==> src/rtl/stop_key_conditioner.sv <==
// -----------------------------------------------------------------------------
// stop_key_conditioner
//
// Purpose: conditions raw active-low board keys into the Stop events used by
// the stacker game. Each key passes through a two-flop synchronizer and a
// debouncer. Each debounced press (a 1->0 edge of the stable level) is then
// checked against the stacking order, which expects the highest index first.
// Accepted presses latch the matching Stop line low and give a one-cycle
// PressPulse. Out-of-order presses, and presses after the round is done,
// give a one-cycle ErrorPulse.
//
// Build option:
//   STOP_ANY_ORDER_EN - when defined, any key not yet stopped is accepted in
//                       any order. Several keys can be accepted in the same
//                       cycle. Only presses on keys that are already stopped
//                       (or presses in DONE) raise ErrorPulse.
//
// Ports:
//   Clock_i       in   1              system clock
//   Resetn_i      in   1              asynchronous active-low reset
//   KeyIn_i       in   NUM_BTN        raw asynchronous keys, 0 = pressed
//   Clear_i       in   1              synchronous re-arm for a new round
//   StopOut_o     out  NUM_BTN        latched Stop levels, 0 = slot stopped
//   PressPulse_o  out  NUM_BTN        one-cycle pulse per accepted press
//   ErrorPulse_o  out  1              one-cycle pulse on any rejected press
//   Remaining_o   out  clog2(N+1)     slots not yet stopped
//   Done_o        out  1              high once Remaining reaches 0
// -----------------------------------------------------------------------------
module stop_key_conditioner #(
    parameter int NUM_BTN         = 4,
    parameter int DEBOUNCE_CYCLES = 500000,
    parameter int CNT_W           = 20
) (
    input  logic                               Clock_i,
    input  logic                               Resetn_i,
    input  logic [NUM_BTN-1:0]                 KeyIn_i,
    input  logic                               Clear_i,
    output logic [NUM_BTN-1:0]                 StopOut_o,
    output logic [NUM_BTN-1:0]                 PressPulse_o,
    output logic                               ErrorPulse_o,
    output logic [$clog2(NUM_BTN+1)-1:0]       Remaining_o,
    output logic                               Done_o
);

    localparam int                REM_W    = $clog2(NUM_BTN + 1);
    localparam logic [CNT_W-1:0]  CNT_MAX  = CNT_W'(DEBOUNCE_CYCLES - 1);
    localparam logic [REM_W-1:0]  REM_FULL = REM_W'(NUM_BTN);

    localparam logic [0:0] ST_ARMED = 1'b0;
    localparam logic [0:0] ST_DONE  = 1'b1;

    // -------------------------------------------------------------------------
    // Two-flop synchronizer. Both stages reset to the released level (1).
    // -------------------------------------------------------------------------
    logic [NUM_BTN-1:0] sync1_q;
    logic [NUM_BTN-1:0] sync2_q;

    always_ff @(posedge Clock_i or negedge Resetn_i) begin
        if (!Resetn_i) begin
            sync1_q <= '1;
            sync2_q <= '1;
        end else begin
            sync1_q <= KeyIn_i;
            sync2_q <= sync1_q;
        end
    end

    // -------------------------------------------------------------------------
    // Per-key debouncer. The press event is taken from the next-state value,
    // so the FSM reacts on the same edge that the stable level flips. This
    // puts the PressPulse on edge DEBOUNCE_CYCLES+1 after the first low
    // sample.
    // -------------------------------------------------------------------------
    logic [NUM_BTN-1:0] press_evt;

    generate
        for (genvar gi = 0; gi < NUM_BTN; gi++) begin : g_debounce
            logic [CNT_W-1:0] cnt_q;
            logic [CNT_W-1:0] cnt_d;
            logic             stable_q;
            logic             stable_d;

            always_comb begin
                cnt_d    = cnt_q;
                stable_d = stable_q;
                if (sync2_q[gi] == stable_q) begin
                    // Agreement (or a bounce back) restarts the hold count.
                    cnt_d = '0;
                end else if (cnt_q == CNT_MAX) begin
                    stable_d = sync2_q[gi];
                    cnt_d    = '0;
                end else begin
                    cnt_d = cnt_q + CNT_W'(1);
                end
            end

            always_ff @(posedge Clock_i or negedge Resetn_i) begin
                if (!Resetn_i) begin
                    cnt_q    <= '0;
                    stable_q <= 1'b1;
                end else begin
                    cnt_q    <= cnt_d;
                    stable_q <= stable_d;
                end
            end

            // Only a 1->0 edge is an event. Releases are silent.
            assign press_evt[gi] = stable_q & ~stable_d;
        end
    endgenerate

    // -------------------------------------------------------------------------
    // Order FSM and output registers
    // -------------------------------------------------------------------------
    logic [0:0]         state_q, state_d;
    logic [NUM_BTN-1:0] stop_q, stop_d;
    logic [NUM_BTN-1:0] press_q, press_d;
    logic               error_q, error_d;
    logic [REM_W-1:0]   remaining_q, remaining_d;
    logic               done_q, done_d;

`ifdef STOP_ANY_ORDER_EN
    // Any key that is not yet stopped (its Stop line is still 1) is accepted.
    logic [NUM_BTN-1:0] accept_mask;
    logic [REM_W-1:0]   accept_cnt;

    always_comb begin
        accept_mask = press_evt & stop_q;
        accept_cnt  = '0;
        for (int i = 0; i < NUM_BTN; i++) begin
            accept_cnt = accept_cnt + REM_W'(accept_mask[i]);
        end
    end
`else
    // One-hot mask of the slot that the stacking order expects next.
    logic [NUM_BTN-1:0] exp_mask;

    always_comb begin
        exp_mask = '0;
        for (int i = 0; i < NUM_BTN; i++) begin
            exp_mask[i] = (REM_W'(i) == (remaining_q - REM_W'(1)));
        end
    end
`endif

    always_comb begin
        state_d     = state_q;
        stop_d      = stop_q;
        press_d     = '0;
        error_d     = 1'b0;
        remaining_d = remaining_q;
        done_d      = done_q;

        if (Clear_i) begin
            // Clear overrides any coincident event, so no pulses this cycle.
            state_d     = ST_ARMED;
            stop_d      = '1;
            remaining_d = REM_FULL;
            done_d      = 1'b0;
        end else if (state_q == ST_ARMED) begin
`ifdef STOP_ANY_ORDER_EN
            stop_d      = stop_q & ~accept_mask;
            press_d     = accept_mask;
            remaining_d = remaining_q - accept_cnt;
            error_d     = |(press_evt & ~stop_q);
            if ((|accept_mask) && (remaining_q == accept_cnt)) begin
                state_d = ST_DONE;
                done_d  = 1'b1;
            end
`else
            if (|(press_evt & exp_mask)) begin
                stop_d      = stop_q & ~exp_mask;
                press_d     = exp_mask;
                remaining_d = remaining_q - REM_W'(1);
                if (remaining_q == REM_W'(1)) begin
                    state_d = ST_DONE;
                    done_d  = 1'b1;
                end
            end
            // Any other event in the same cycle is still reported.
            error_d = |(press_evt & ~exp_mask);
`endif
        end else begin
            error_d = |press_evt;
        end
    end

    always_ff @(posedge Clock_i or negedge Resetn_i) begin
        if (!Resetn_i) begin
            state_q     <= ST_ARMED;
            stop_q      <= '1;
            press_q     <= '0;
            error_q     <= 1'b0;
            remaining_q <= REM_FULL;
            done_q      <= 1'b0;
        end else begin
            state_q     <= state_d;
            stop_q      <= stop_d;
            press_q     <= press_d;
            error_q     <= error_d;
            remaining_q <= remaining_d;
            done_q      <= done_d;
        end
    end

    assign StopOut_o    = stop_q;
    assign PressPulse_o = press_q;
    assign ErrorPulse_o = error_q;
    assign Remaining_o  = remaining_q;
    assign Done_o       = done_q;

endmodule

==> config.mk <==
export PLATFORM = sky130hd
export DESIGN_NAME = stop_key_conditioner
export DESIGN_NICKNAME = d
export VERILOG_FILES = /design/src/rtl/stop_key_conditioner.sv
export SDC_FILE = /design/constraint.sdc
export NUM_CORES = 1
export LEC_CHECK = 0
export ABC_AREA = 0
export CORE_MARGIN = 2
export CORE_UTILIZATION = 50
export CTS_CLUSTER_DIAMETER = 80
export DETAILED_ROUTE_END_ITERATION = 12
export PLACE_DENSITY_LB_ADDON = 0.12
export SYNTH_ARGS = -nofsm -noshare
export SYNTH_HDL_FRONTEND = slang
export SYNTH_SLANG_ARGS = --single-unit
==> constraint.sdc <==
create_clock -name Clock_i -period 2.1 [get_ports Clock_i]
set_clock_uncertainty 0.05 [all_clocks]
set_input_delay 0.42 -clock Clock_i [delete_from_list [all_inputs] [get_ports Clock_i]]
set_output_delay 0.42 -clock Clock_i [all_outputs]
set_load 0.01 [all_outputs]
Yosys cells after proc, flatten, opt, wreduce, memory -nomap -nowiden
Index checks and enable logic that the tools add are counted.
{ "op_classes": {"reduce_logical": 8, "n_eq_ne": 13, "addsub": 5, "n_mux": 35, "bitwise": 12} }
{ "op_table": {"columns": ["cell", "count"], "rows": [
  ["$mux W20", 8],
  ["$add A20 B1 Y20 const B", 4],
  ["$eq A20 B19 Y1 const B", 4],
  ["$mux W4", 6],
  ["$mux W1", 18],
  ["$and A4 B4 Y4", 3],
  ["$reduce_or A4 Y1", 3],
  ["$mux W3", 3],
  ["$eq A2 B3 Y1 const A", 2],
  ["$and A1 B1 Y1", 4],
  ["$eq A1 B1 Y1", 4],
  ["$not A1 Y1", 4],
  ["$not A4 Y4", 1],
  ["$reduce_bool A2 Y1", 2],
  ["$eq A1 B3 Y1 const A", 1],
  ["$eq A3 B1 Y1 const B", 1],
  ["$logic_not A3 Y1", 1],
  ["$reduce_and A3 Y1", 1],
  ["$sub A3 B1 Y3 const B", 1],
  ["$ne A2 B2 Y1 const B", 1],
  ["$reduce_and A2 Y1", 1]
]} }
{ "word_totals": {"input_bits": 7, "elab_cells": 89, "out_inout_bits": 13, "reg_bits": 106} }

Longest topological paths before layout
Gate-level depths: netlist (run 1).
{ "logic_depth": {"word_depth": 10, "mapped_depth": 8, "mapped_depth_nobuf": 7} }

Worst setup path after synthesis (run 1)
Ideal clock, no wire load.
{ "synth_path": {"kind": "reg-to-reg", "from": "reg remaining_q[0], in the netlist Remaining_o[0]", "to": "reg remaining_q[0], in the netlist Remaining_o[0]", "n_path_buf": 1, "t_required_ns": 1.925, "synth_period_minus_slack_ns": 2.270, "arrival_ns": 2.096, "path_stages_with_launch": 9, "path_slack_ns": -0.170, "setup_time_ns": 0.125, "cell_sequence": "dfrtp_1 > inv_1 > ha_1 > xnor2_1 > nand4_1 > o22ai_1 > o21a_1 > buf_2 > mux2_2"} }
{ "synth_between": {"elab_chain_cells": 6, "word_cells_on_any_way": 12, "classes_between": "add/sub (1); eq/ne (3); mux (3); bitwise (1); reduce/logical (4)"} }
{ "synth_lines": {"columns": ["item", "line_no", "rtl"], "rows": [
  ["start: declaration", "119", "logic [REM_W-1:0] remaining_q, remaining_d;"],
  ["start signal: assignment", "201", "remaining_q <= remaining_d;"],
  ["$sub A3 B1 Y3 (*)", "141, 174", null],
  ["$eq A1 B3 Y1, or another cell as far along", "141", "exp_mask[i] = (REM_W'(i) == (remaining_q - REM_W'(1)));"],
  ["$and A4 B4 Y4", "171", "if (|(press_evt & exp_mask)) begin"],
  ["$reduce_or A4 Y1", "171", null],
  ["$reduce_bool A2 Y1 (no line)", null, null],
  ["$reduce_and A2 Y1 (no line)", null, null]
]} }
Every way passes the cells marked *; elsewhere a longest branch is shown, timed or not. The select of a mux whose other input is x is not followed.
A chain may end at the register's enable or synchronous reset.

Worst setup path in the final report (run 1)
{ "layout_path": {"from": "reg remaining_q[2], in the netlist Remaining_o[2]", "to": "out Remaining_o[2]"} }
{ "layout_rtl": {"columns": ["item", "line_no", "rtl"], "rows": [
  ["end: declaration", "41", "output logic [$clog2(NUM_BTN+1)-1:0] Remaining_o,"]
]} }
No word-level cell between the ends.

==> results.sh, run 1 <==
export IMPL_status="complete, no violations"
export IMPL_cts_tree="done"
export IMPL_boundaryPins=20
export IMPL_ys_seq_area_share_pct=51.59
export IMPL_final_area_um2=6136
export IMPL_fin_nets=593
export IMPL_ir_drop_v=0.0004943
export IMPL_p_seq_share_pct=59.3
export IMPL_relSlewSlack_pct=67.04
export IMPL_wire_per_inst_um=14.49
export IMPL_critPathLaunchType="flop"
export IMPL_period_needed_ns=1.980
export IMPL_dp_hpwl_um=7154
export IMPL_routed_wl_um=10390
export IMPL_critPathKind="reg2out"
export IMPL_first_global_vias=3768
export IMPL_grt_pass1_wl_um=18040
export IMPL_slowest_stage="dfstp_2"
export IMPL_syn_inst=519
export IMPL_syn_area_um2=5182
export IMPL_whs_path_depth=0
export IMPL_cts_sinks=106
export IMPL_rr_endpoint="Remaining_o[0]"
export IMPL_r2r_setup_slack_ns=0.13
export IMPL_die_area_um2=11200
export IMPL_drv_slew=0
export IMPL_place_gp_congestion=0.7888
export IMPL_clockBufferDepth=2
export IMPL_clk_latency_ns=0.39
export IMPL_first_pass_iters=4
export IMPL_syn_num_nets=536
export IMPL_drv_cap=0
export IMPL_synth_avg_cell_area_um2=9.985
export IMPL_grt_max_degree=40
export IMPL_rsz0062_at_grt="false"
export IMPL_postRouteAntennaNets=0
export IMPL_cp_data_arrival_time_ns=1.51
export IMPL_vias=3809
export IMPL_p_comb_share_pct=4.1
export IMPL_rows=37
export IMPL_crit_buf_inv=1
export IMPL_p_per_area_nw_per_um2=576.5
export IMPL_worst_pin_slew_ns=0.4907
export IMPL_htreeDepth=3
export IMPL_cp_endpoint="Remaining_o[2]"
export IMPL_startpoint="Remaining_o[2]"
export IMPL_period_share_pct=94.30
export IMPL_power_switching_mw=0.8481
export IMPL_reg2reg_depth=5
export IMPL_synth_seq_cells=106
export IMPL_fmax_ghz=0.5050
export IMPL_yosys_warnings=0
export IMPL_reg2reg_from="g_debounce[1].cnt_q[14]"
export IMPL_drt_iter0_drc=180
export IMPL_root_buffer="clkbuf_8"
export IMPL_cpLargestDelayFamily="flip-flops"
export IMPL_grt_overflow_total=0
export IMPL_power_leakage_nw=2.546
export IMPL_clockPowerShare_pct=36.5
export IMPL_die_w_um=105.8
export IMPL_finalSetupViolCount=0
export IMPL_vias_per_cell=5.312
export IMPL_dpl_cell_area_um2=5801
export IMPL_drc=0
export IMPL_fin_ws_ns=0.1196
export IMPL_ys_types=38
export IMPL_crit_required_ns=1.63
export IMPL_cts_clk_slew_worst_paths_ns=0.11
export IMPL_grtUsageTotal_pct=20.29
export IMPL_cp_max_fo=4
export IMPL_io_buffers=19
export IMPL_hold_viol=0
export IMPL_path_depth=1
export IMPL_setup_tns_ns=0
export IMPL_die_y_um=105.8
export IMPL_antenna_found_initial=0
export IMPL_drive_gt1_share_pct=17.90
export IMPL_internal_power_mw=2.689
export IMPL_place_ws_ns=-0.2181
export IMPL_p_sw_share_pct=23.97
export IMPL_end_kind="primary output"
export IMPL_critPathMaxStageDelay_ns=0.57
export IMPL_start_util_pct=50.88
export IMPL_area_delta_synth_final_pct=18.40
export IMPL_diodes=0
export IMPL_hold_class="reg2reg"
export IMPL_core_area_um2=10180
export IMPL_report_power_total_mw=3.537
export IMPL_cts_made_buffers=9
export IMPL_path_cells="clkdlybuf4s50_1"
[area by class of cell]
| cell class | count | area [µm²] |
|---|---|---|
| Timing Repair Buffer | 61 | 555.5 |
| Fill cell | 885 | 4049 |
| Multi-Input combinational cell | 389 | 2500 |
| Sequential cell | 106 | 2675 |
| Inverter | 9 | 33.78 |
| Clock inverter | 7 | 77.57 |
| Clock buffer | 9 | 123.9 |
| Tap cell | 136 | 170.2 |
[worst min-delay path by stage]
| stage | startpoint | to | slack, ns |
|---|---|---|---|
| floorplan | Resetn_i | Done_o | 0.07 |
| global placement | sync1_q[1] | sync2_q[1] | 0.30 |
| detailed placement | sync1_q[1] | sync2_q[1] | 0.30 |
| CTS | sync1_q[1] | sync2_q[1] | 0.31 |
| global route | sync1_q[1] | sync2_q[1] | 0.31 |
| finish | sync1_q[1] | sync2_q[1] | 0.31 |
[power by group through the flow]
stage	logic, mW	clock network, mW	registers [mW]
after floorplan	0.0633	0	2.13
after global placement	0.148	0	2.14
after detailed placement	0.151	0	2.14
after CTS	0.153	1.34	2.10
after global routing	0.168	1.42	2.11
final	0.146	1.29	2.10
[cell usage after synthesis]
| cell | n | area share [%] |
|---|---|---|
| ha_1 | 10 | 2.4 |
| o21ai_0 | 4 | 0.39 |
| mux2_2 | 6 | 1.3 |
| nor4_2 | 3 | 0.72 |
| dfstp_2 | 17 | 8.6 |
| or3_1 | 2 | 0.24 |
| nand3_1 | 28 | 2.7 |
| xor2_1 | 43 | 7.3 |
| nor2b_1 | 10 | 1.2 |
| buf_2 | 7 | 0.68 |
| clkbuf_1 | 9 | 0.65 |
| or4b_1 | 1 | 0.19 |
| o21a_1 | 1 | 0.14 |
| nor2_1 | 103 | 7.5 |
| a41oi_1 | 4 | 0.68 |
| nor3b_1 | 5 | 0.72 |
| inv_1 | 9 | 0.65 |
| xnor2_1 | 30 | 5.1 |
| and4b_1 | 4 | 0.77 |
| and2_1 | 1 | 0.12 |
| nor4b_1 | 8 | 1.4 |
| and4_1 | 7 | 1.2 |
| a31o_2 | 1 | 0.17 |
| nor4bb_1 | 1 | 0.19 |
| nor4_1 | 9 | 1.1 |
| nor3_1 | 13 | 1.3 |
| nand4_2 | 1 | 0.24 |
| nand4_1 | 30 | 3.6 |
| or2_2 | 5 | 0.60 |
| a32oi_1 | 1 | 0.17 |
| o22ai_1 | 4 | 0.48 |
| a21boi_0 | 1 | 0.14 |
| a21oi_1 | 3 | 0.29 |
| dfrtp_1 | 89 | 43 |
| a31oi_1 | 1 | 0.12 |
| nor4b_2 | 2 | 0.58 |
| and3_1 | 4 | 0.48 |
| nand2_1 | 42 | 3.0 |
[metrics by stage]
stage                     cells  utilization, %  hold slack (ns)
after floorplan             519               -          0.07441
after global placement      694           56.95           0.2964
after detailed placement    694           56.95           0.2968
after CTS                   715           59.56           0.3121
after global routing        717           60.25           0.3142
final                       717           60.25           0.3108
[metal layers]
| layer | vias to the layer above | routed length [µm] | part of all wire [%] | global-route usage, % |
|---|---|---|---|---|
| met3 | 7 | 309 | 3.0 | 5.566 |
| met4 | 0 | 85 | 0.82 | 5.357 |
| met2 | 40 | 5134 | 49 | 33.18 |
| met1 | 1856 | 4859 | 47 | 26.79 |
| li1 | 1906 | - | - | - |
| met5 | - | 0 | 0 | 0 |
[timing repair]
item / 4_1_cts / 5_1_grt
resized for setup: 3 / 9
endpoints found under the setup margin: 12 / 14
setup buffers: 4 / 1
gates cloned: 0 / 1
hold buffers: 1 / 0
endpoints found under the hold margin: 26 / 0
pin swaps: 1 / 2
[placed cells by master (no fill, tap or decap), drive strengths merged, types with 6 or more instances in the layout]
cell,n
nor2b,10
nor3,13
clkdlybuf4s50,18
dfrtp,89
xor2,43
nor2,103
ha,10
nor4b,10
nand4,31
dfstp,17
nand3,28
nor4,12
xnor2,31
inv,11
and4,7
buf,42
clkbuf,9
nand2,42
mux2,6
[kinds of logic (layout without fill, tap and decap cells)]
group,count (synthesis),in the layout,synth area share (%)
AO/OA/AOI/OAI,20,20,2.583
multiplexers,6,6,1.304
adder cells (fa/ha/maj),10,10,2.414
buffers and inverters,25,86,1.980
XOR/XNOR,73,74,12.34
flip-flops,106,106,51.59
AND/OR/NAND/NOR,279,279,27.79
[flip-flops by register name (all words and copies together), names as in the netlist]
register and flops:
Done_o 1, ErrorPulse_o 1, PressPulse_o 4, Remaining_o 3, StopOut_o 4, g_debounce.cnt_q 80
g_debounce.stable_q 4, state_q 1, sync1_q 4, sync2_q 4
(Power assumes the default switching activity.)
==> run 2, diff against run 1 <==
CORE_ASPECT_RATIO = 1.4   (was not set)
CORE_MARGIN = 3   (was 2)
==> run 2 against run 1 <==
  * Core utilization is 1.6 points higher
  * Cell count down 0.14%
  * Clock power increased by 39%
  * Final area is 0.84% higher
  * Via count up 2.1%
  * Hold slack got worse by 0.0044 ns
  * Die area up 4.0%
  * Count of clock-buffer cells in the layout is 1 higher
  * Sequential power about the same
  * Critical path depth grew 4
  * Flip-flop and latch count is the same
  * Critical endpoint is now Remaining_o[0]
  * Largest power group unchanged
  * Highest routed layer unchanged
==> results.sh, run 2 (synthesis gave the netlist of run 1 again) <==
export IMPL_vias_per_cell=5.433
export IMPL_rows=43
export IMPL_core_area_um2=10010
export IMPL_clk_latency_ns=0.35
export IMPL_status="complete, no violations"
export IMPL_postRouteAntennaNets=0
export IMPL_dp_cells=698
export IMPL_fin_nets=593
export IMPL_period_share_pct=96.15
export IMPL_largest_reg_flops=80
export IMPL_post_route_util_pct=61.83
export IMPL_p_per_area_nw_per_um2=651.2
export IMPL_final_cells=716
export IMPL_cp_data_arrival_time_ns=2.20
export IMPL_crit_required_ns=2.28
export IMPL_diodes=0
export IMPL_grtUsageTotal_pct=18.71
export IMPL_layout_commonest_cell="nor2_1"
export IMPL_power_leakage_nw=2.582
export IMPL_critPathLaunchType="flop"
export IMPL_grt_pass1_wl_um=17490
export IMPL_internal_power_mw=3.189
export IMPL_drt_iter0_drc=152
export IMPL_io_buffers=19
export IMPL_cp_max_fo=4
export IMPL_dp_hpwl_um=7445
export IMPL_p_sw_share_pct=20.84
export IMPL_routed_wl_um=10510
export IMPL_cts_tree="done"
export IMPL_boundaryPins=20
export IMPL_fmax_ghz=0.4953
export IMPL_vias=3890
export IMPL_relSlewSlack_pct=70.14
export IMPL_ir_drop_v=0.0003821
export IMPL_largest_register="g_debounce.cnt_q"
export IMPL_clockBufferDepth=2
export IMPL_place_gp_congestion=0.8269
export IMPL_drive_gt1_share_pct=17.56
export IMPL_hold_class="reg2reg"
export IMPL_die_w_um=92.05
export IMPL_drc=0
export IMPL_antenna_found_initial=0
export IMPL_grt_max_degree=51
export IMPL_wire_per_inst_um=14.68
export IMPL_hold_viol=0
export IMPL_worst_pin_slew_ns=0.4439
export IMPL_drv_cap=0
export IMPL_fillers=878
export IMPL_area_delta_synth_final_pct=19.39
export IMPL_p_comb_share_pct=3.4
export IMPL_die_area_um2=11640
export IMPL_rsz0062_at_grt="false"
export IMPL_cts_clk_slew_worst_paths_ns=0.07
export IMPL_start_util_pct=51.79
export IMPL_power_switching_mw=0.8397
export IMPL_final_cell_mix="nor2_1 (103), dfrtp_1 (88), xor2_1 (43)"
export IMPL_htreeDepth=3
export IMPL_first_pass_iters=5
export IMPL_place_ws_ns=-0.2096
export IMPL_cts_made_buffers=9
export IMPL_grt_overflow_total=0
export IMPL_clockPowerShare_pct=44.5
export IMPL_end_kind="flop"
export IMPL_drv_slew=0
export IMPL_root_buffer="clkbuf_16"
export IMPL_first_global_vias=3669
export IMPL_die_y_um=126.5
export IMPL_report_power_total_mw=4.029
export IMPL_finalSetupViolCount=0
export IMPL_fin_ws_ns=0.08095
export IMPL_period_needed_ns=2.019
export IMPL_cts_sinks=106
export IMPL_critPathKind="reg2reg"
export IMPL_p_seq_share_pct=52.1
## run 2: cell types whose count changed in the layout (fill, tap and decap cells not counted), moves of 2 or more
cell and delta:
buf_4 +4, buf_12 -3, clkbuf_8 -8, clkinv_2 +3
clkbuf_16 +9, clkinv_4 -2, inv_6 -2
## run 2: critical path: stages, from the launching register on
cell and delay, ns:
dfrtp_1 0.42, nor4bb_2 0.37, nand4_1 0.20, o22ai_1 0.25, o21a_1 0.25, mux2_2 0.36
## run 2: path summary, 6_finish.rpt
check | slack, ns | cells past startpoint | from | endpoint
max in group asynchronous | 0.90 | 3 | Resetn_i | StopOut_o[0]
min in group asynchronous | 0.43 | 2 | Resetn_i | g_debounce[2].cnt_q[1]
worst max-delay path | 0.08 | 5 | g_debounce[1].cnt_q[14] | Remaining_o[0]
worst min-delay path | 0.31 | 0 | sync1_q[1] | sync2_q[1]
worst min register to register | 0.31 | 0 | sync1_q[1] | sync2_q[1]
worst max register to register | 0.08 | 5 | g_debounce[1].cnt_q[14] | Remaining_o[0]
## run 2: layout make-up
type	count	area [µm²]	area share, %
clock buffer	10	239.0	3.862
clock inverter	6	80.08	1.294
inverter	9	33.78	0.5460
multi-input combinational	388	2465	39.84
sequential	106	2675	43.24
tap	135	168.9	2.730
timing repair buffer	62	525.5	8.493
## run 2: timing repair
action | CTS | global route
pin swaps | 1 | 1
resized for setup | 1 | 7
setup buffers | 1 | 0
hold endpoints to repair | 13 | 0
endpoints found under the setup margin | 8 | 30
hold buffers | 1 | 0
## run 2: per-layer routing
metal  vias to the layer above  share of wire, %  track usage [%]
li1                       1907                 -                -
met1                      1928                44            23.14
met2                        43                52            32.87
met3                        12               2.6            3.084
met4                         0               1.5            6.737
met5                         -                 0                0
## run 2: through the flow
stage               area (µm²)  TNS [ns]  hold slack, ns
global placement          5799   -0.4459          0.2541
floorplan                 5191         0         0.07441
global route              6187         0          0.3086
CTS                       6147         0          0.3067
detailed placement        5799   -0.9814          0.2556
finish                    6187         0          0.3063
## run 2: power groups by stage
| stage | clock network (mW) | registers, mW | logic (mW) |
|---|---|---|---|
| 6_report | 1.79 | 2.10 | 0.137 |
| 5_1_grt | 1.92 | 2.10 | 0.159 |
| 4_1_cts | 1.83 | 2.10 | 0.142 |
| 3_5_place_dp | 0 | 2.14 | 0.140 |
| 3_3_place_gp | 0 | 2.14 | 0.137 |
| 2_1_floorplan | 0 | 2.13 | 0.0633 |
==> run 3, diff against run 2 <==
CORE_MARGIN = not set   (was 3)
HOLD_SLACK_MARGIN = 0.05   (was not set)
==> run 3 against run 2 <==
  * Cell count rose by 0.98%
  * Die area fell by 7.4%
  * Core utilization rose by 0.22 points
  * Total power fell by 6.3%
  * First-iteration DRC count rose by 13%
  * Register-to-register slack barely moved
  * Non-clock buffer count rose by 6
  * Hold slack got worse by 0.00070 ns
  * Critical endpoint is now PressPulse_o[1]
  * Highest routed layer unchanged
==> results.sh, run 3 (synthesis gave the netlist of run 1 again) <==
export IMPL_status="complete, no violations"
export IMPL_fillers=868
export IMPL_root_buffer="clkbuf_16"
export IMPL_cp_data_arrival_time_ns=2.24
export IMPL_critPathMaxStageDelay_ns=0.41
export IMPL_drc=0
export IMPL_largest_reg_flops=80
export IMPL_vias_per_cell=5.339
export IMPL_final_cell_mix="nor2_1 (103), dfrtp_1 (88), buf_4 (47)"
export IMPL_post_route_util_pct=62.05
export IMPL_drv_cap=0
export IMPL_boundaryPins=20
export IMPL_crit_required_ns=2.32
export IMPL_die_y_um=122.5
export IMPL_clockBufferDepth=2
export IMPL_clk_latency_ns=0.34
export IMPL_drv_slew=0
export IMPL_die_area_um2=10780
export IMPL_rows=43
export IMPL_path_cells="inv_1 > ha_2 > xnor2_2 > buf_4 > nand3_1 > nor3_1 > nor4_2 > and4b_1"
export IMPL_critPathKind="reg2reg"
export IMPL_report_power_total_mw=3.774
export IMPL_end_kind="flop"
export IMPL_dp_hpwl_um=7477
export IMPL_grt_pass1_wl_um=17610
export IMPL_hold_class="reg2reg"
export IMPL_place_ws_ns=-0.08536
export IMPL_die_w_um=88.05
export IMPL_regArea_um2=2675
export IMPL_cts_clk_slew_worst_paths_ns=0.07
export IMPL_grt_overflow_total=0
export IMPL_grt_max_degree=41
export IMPL_postRouteAntennaNets=0
export IMPL_core_area_um2=10010
export IMPL_first_pass_iters=4
export IMPL_drive_gt1_share_pct=18.03
export IMPL_worst_pin_slew_ns=0.5345
export IMPL_power_leakage_nw=2.590
export IMPL_layout_commonest_cell="nor2_1"
export IMPL_period_share_pct=96.35
export IMPL_period_needed_ns=2.023
export IMPL_fin_ws_ns=0.07655
export IMPL_critPathLaunchType="flop"
export IMPL_cts_sinks=106
export IMPL_largest_register="g_debounce.cnt_q"
export IMPL_hold_viol=0
export IMPL_cts_tree="done"
export IMPL_multiInputGateArea_um2=2481
export IMPL_slowest_stage="dfrtp_2"
export IMPL_cp_max_fo=5
export IMPL_fin_nets=600
export IMPL_diodes=0
export IMPL_area_delta_synth_final_pct=19.82
export IMPL_place_gp_congestion=0.8112
export IMPL_vias=3860
export IMPL_antenna_found_initial=0
export IMPL_htreeDepth=3
export IMPL_cts_made_buffers=9
export IMPL_first_global_vias=3875
export IMPL_relSlewSlack_pct=64.36
export IMPL_grtUsageTotal_pct=21.11
export IMPL_fmax_ghz=0.4942
export IMPL_routed_wl_um=10460
export IMPL_start_util_pct=51.79
export IMPL_p_per_area_nw_per_um2=607.7
export IMPL_io_buffers=19
export IMPL_finalSetupViolCount=0
export IMPL_drt_iter0_drc=172
export IMPL_wire_per_inst_um=14.47
export IMPL_ir_drop_v=0.0004545
[run 3: cell types whose count changed in the layout (fill, tap and decap cells not counted), moves of 2 or more]
cell       change
bufinv_16      -2
buf_4          +5
clkinv_2       -3
clkbuf_1       +4
[run 3: area by class of cell]
type | count | share of cell area, %
timing repair buffer | 68 | 9.389
clock buffer | 14 | 4.090
multi-input combinational | 389 | 39.96
tap | 135 | 2.720
sequential | 106 | 43.08
inverter | 9 | 0.5440
clock inverter | 2 | 0.2216
[run 3: worst paths after layout]
| path | start | end | slack (ns) | depth (start not counted) |
|---|---|---|---|---|
| max in group asynchronous | Resetn_i | sync2_q[2] | 0.77 | 3 |
| hold reg to reg | sync1_q[0] | sync2_q[0] | 0.31 | 0 |
| setup reg to reg | Remaining_o[0] | PressPulse_o[1] | 0.08 | 8 |
| min in group asynchronous | Resetn_i | g_debounce[2].cnt_q[11] | 0.55 | 2 |
| hold / removal | sync1_q[0] | sync2_q[0] | 0.31 | 0 |
| setup / recovery | Remaining_o[0] | PressPulse_o[1] | 0.08 | 8 |
[run 3: what timing repair did]
item,in CTS,in global routing
gates resized for setup,2,6
hold endpoints to repair,30,0
hold buffers,1,0
cloned,0,1
pin swaps,0,3
setup endpoints to repair,3,17
setup buffers,0,2
[run 3: where the power goes]
part	internal, mW	leakage, nW	switching, mW
Sequential	2.07	1.41	0.0244
Combinational	0.0497	1.05	0.0928
Clock	0.839	0.131	0.693
[run 3: worst max-delay path, delay by kind of cell (launching register included)]
family / cells / cell delay, ns
xor gates and xnor gates: 1 / 0.18
adders and majority gates: 1 / 0.27
buffers and inverters: 2 / 0.26
DFF: 1 / 0.41
and+or+nand+nor: 4 / 0.79
[run 3: metal layers]
layer / up-vias / part of all wire, % / track usage (%)
met5: - / 0 / 0
met4: 0 / 1.4 / 7.056
li1: 1917 / - / -
met2: 34 / 53 / 37.60
met3: 12 / 2.2 / 3.900
met1: 1897 / 43 / 25.45
[run 3: per-stage QoR]
step	instance area, µm²	cells	TNS [ns]	hold WS (ns)
6_report	6210	723	0	0.3056
2_1_floorplan	5191	519	0	0.07441
5_1_grt	6210	723	-0.06614	0.3151
4_1_cts	6145	720	0	0.3048
3_3_place_gp	5849	703	-0.03808	0.2961
3_5_place_dp	5849	703	-0.1619	0.2969
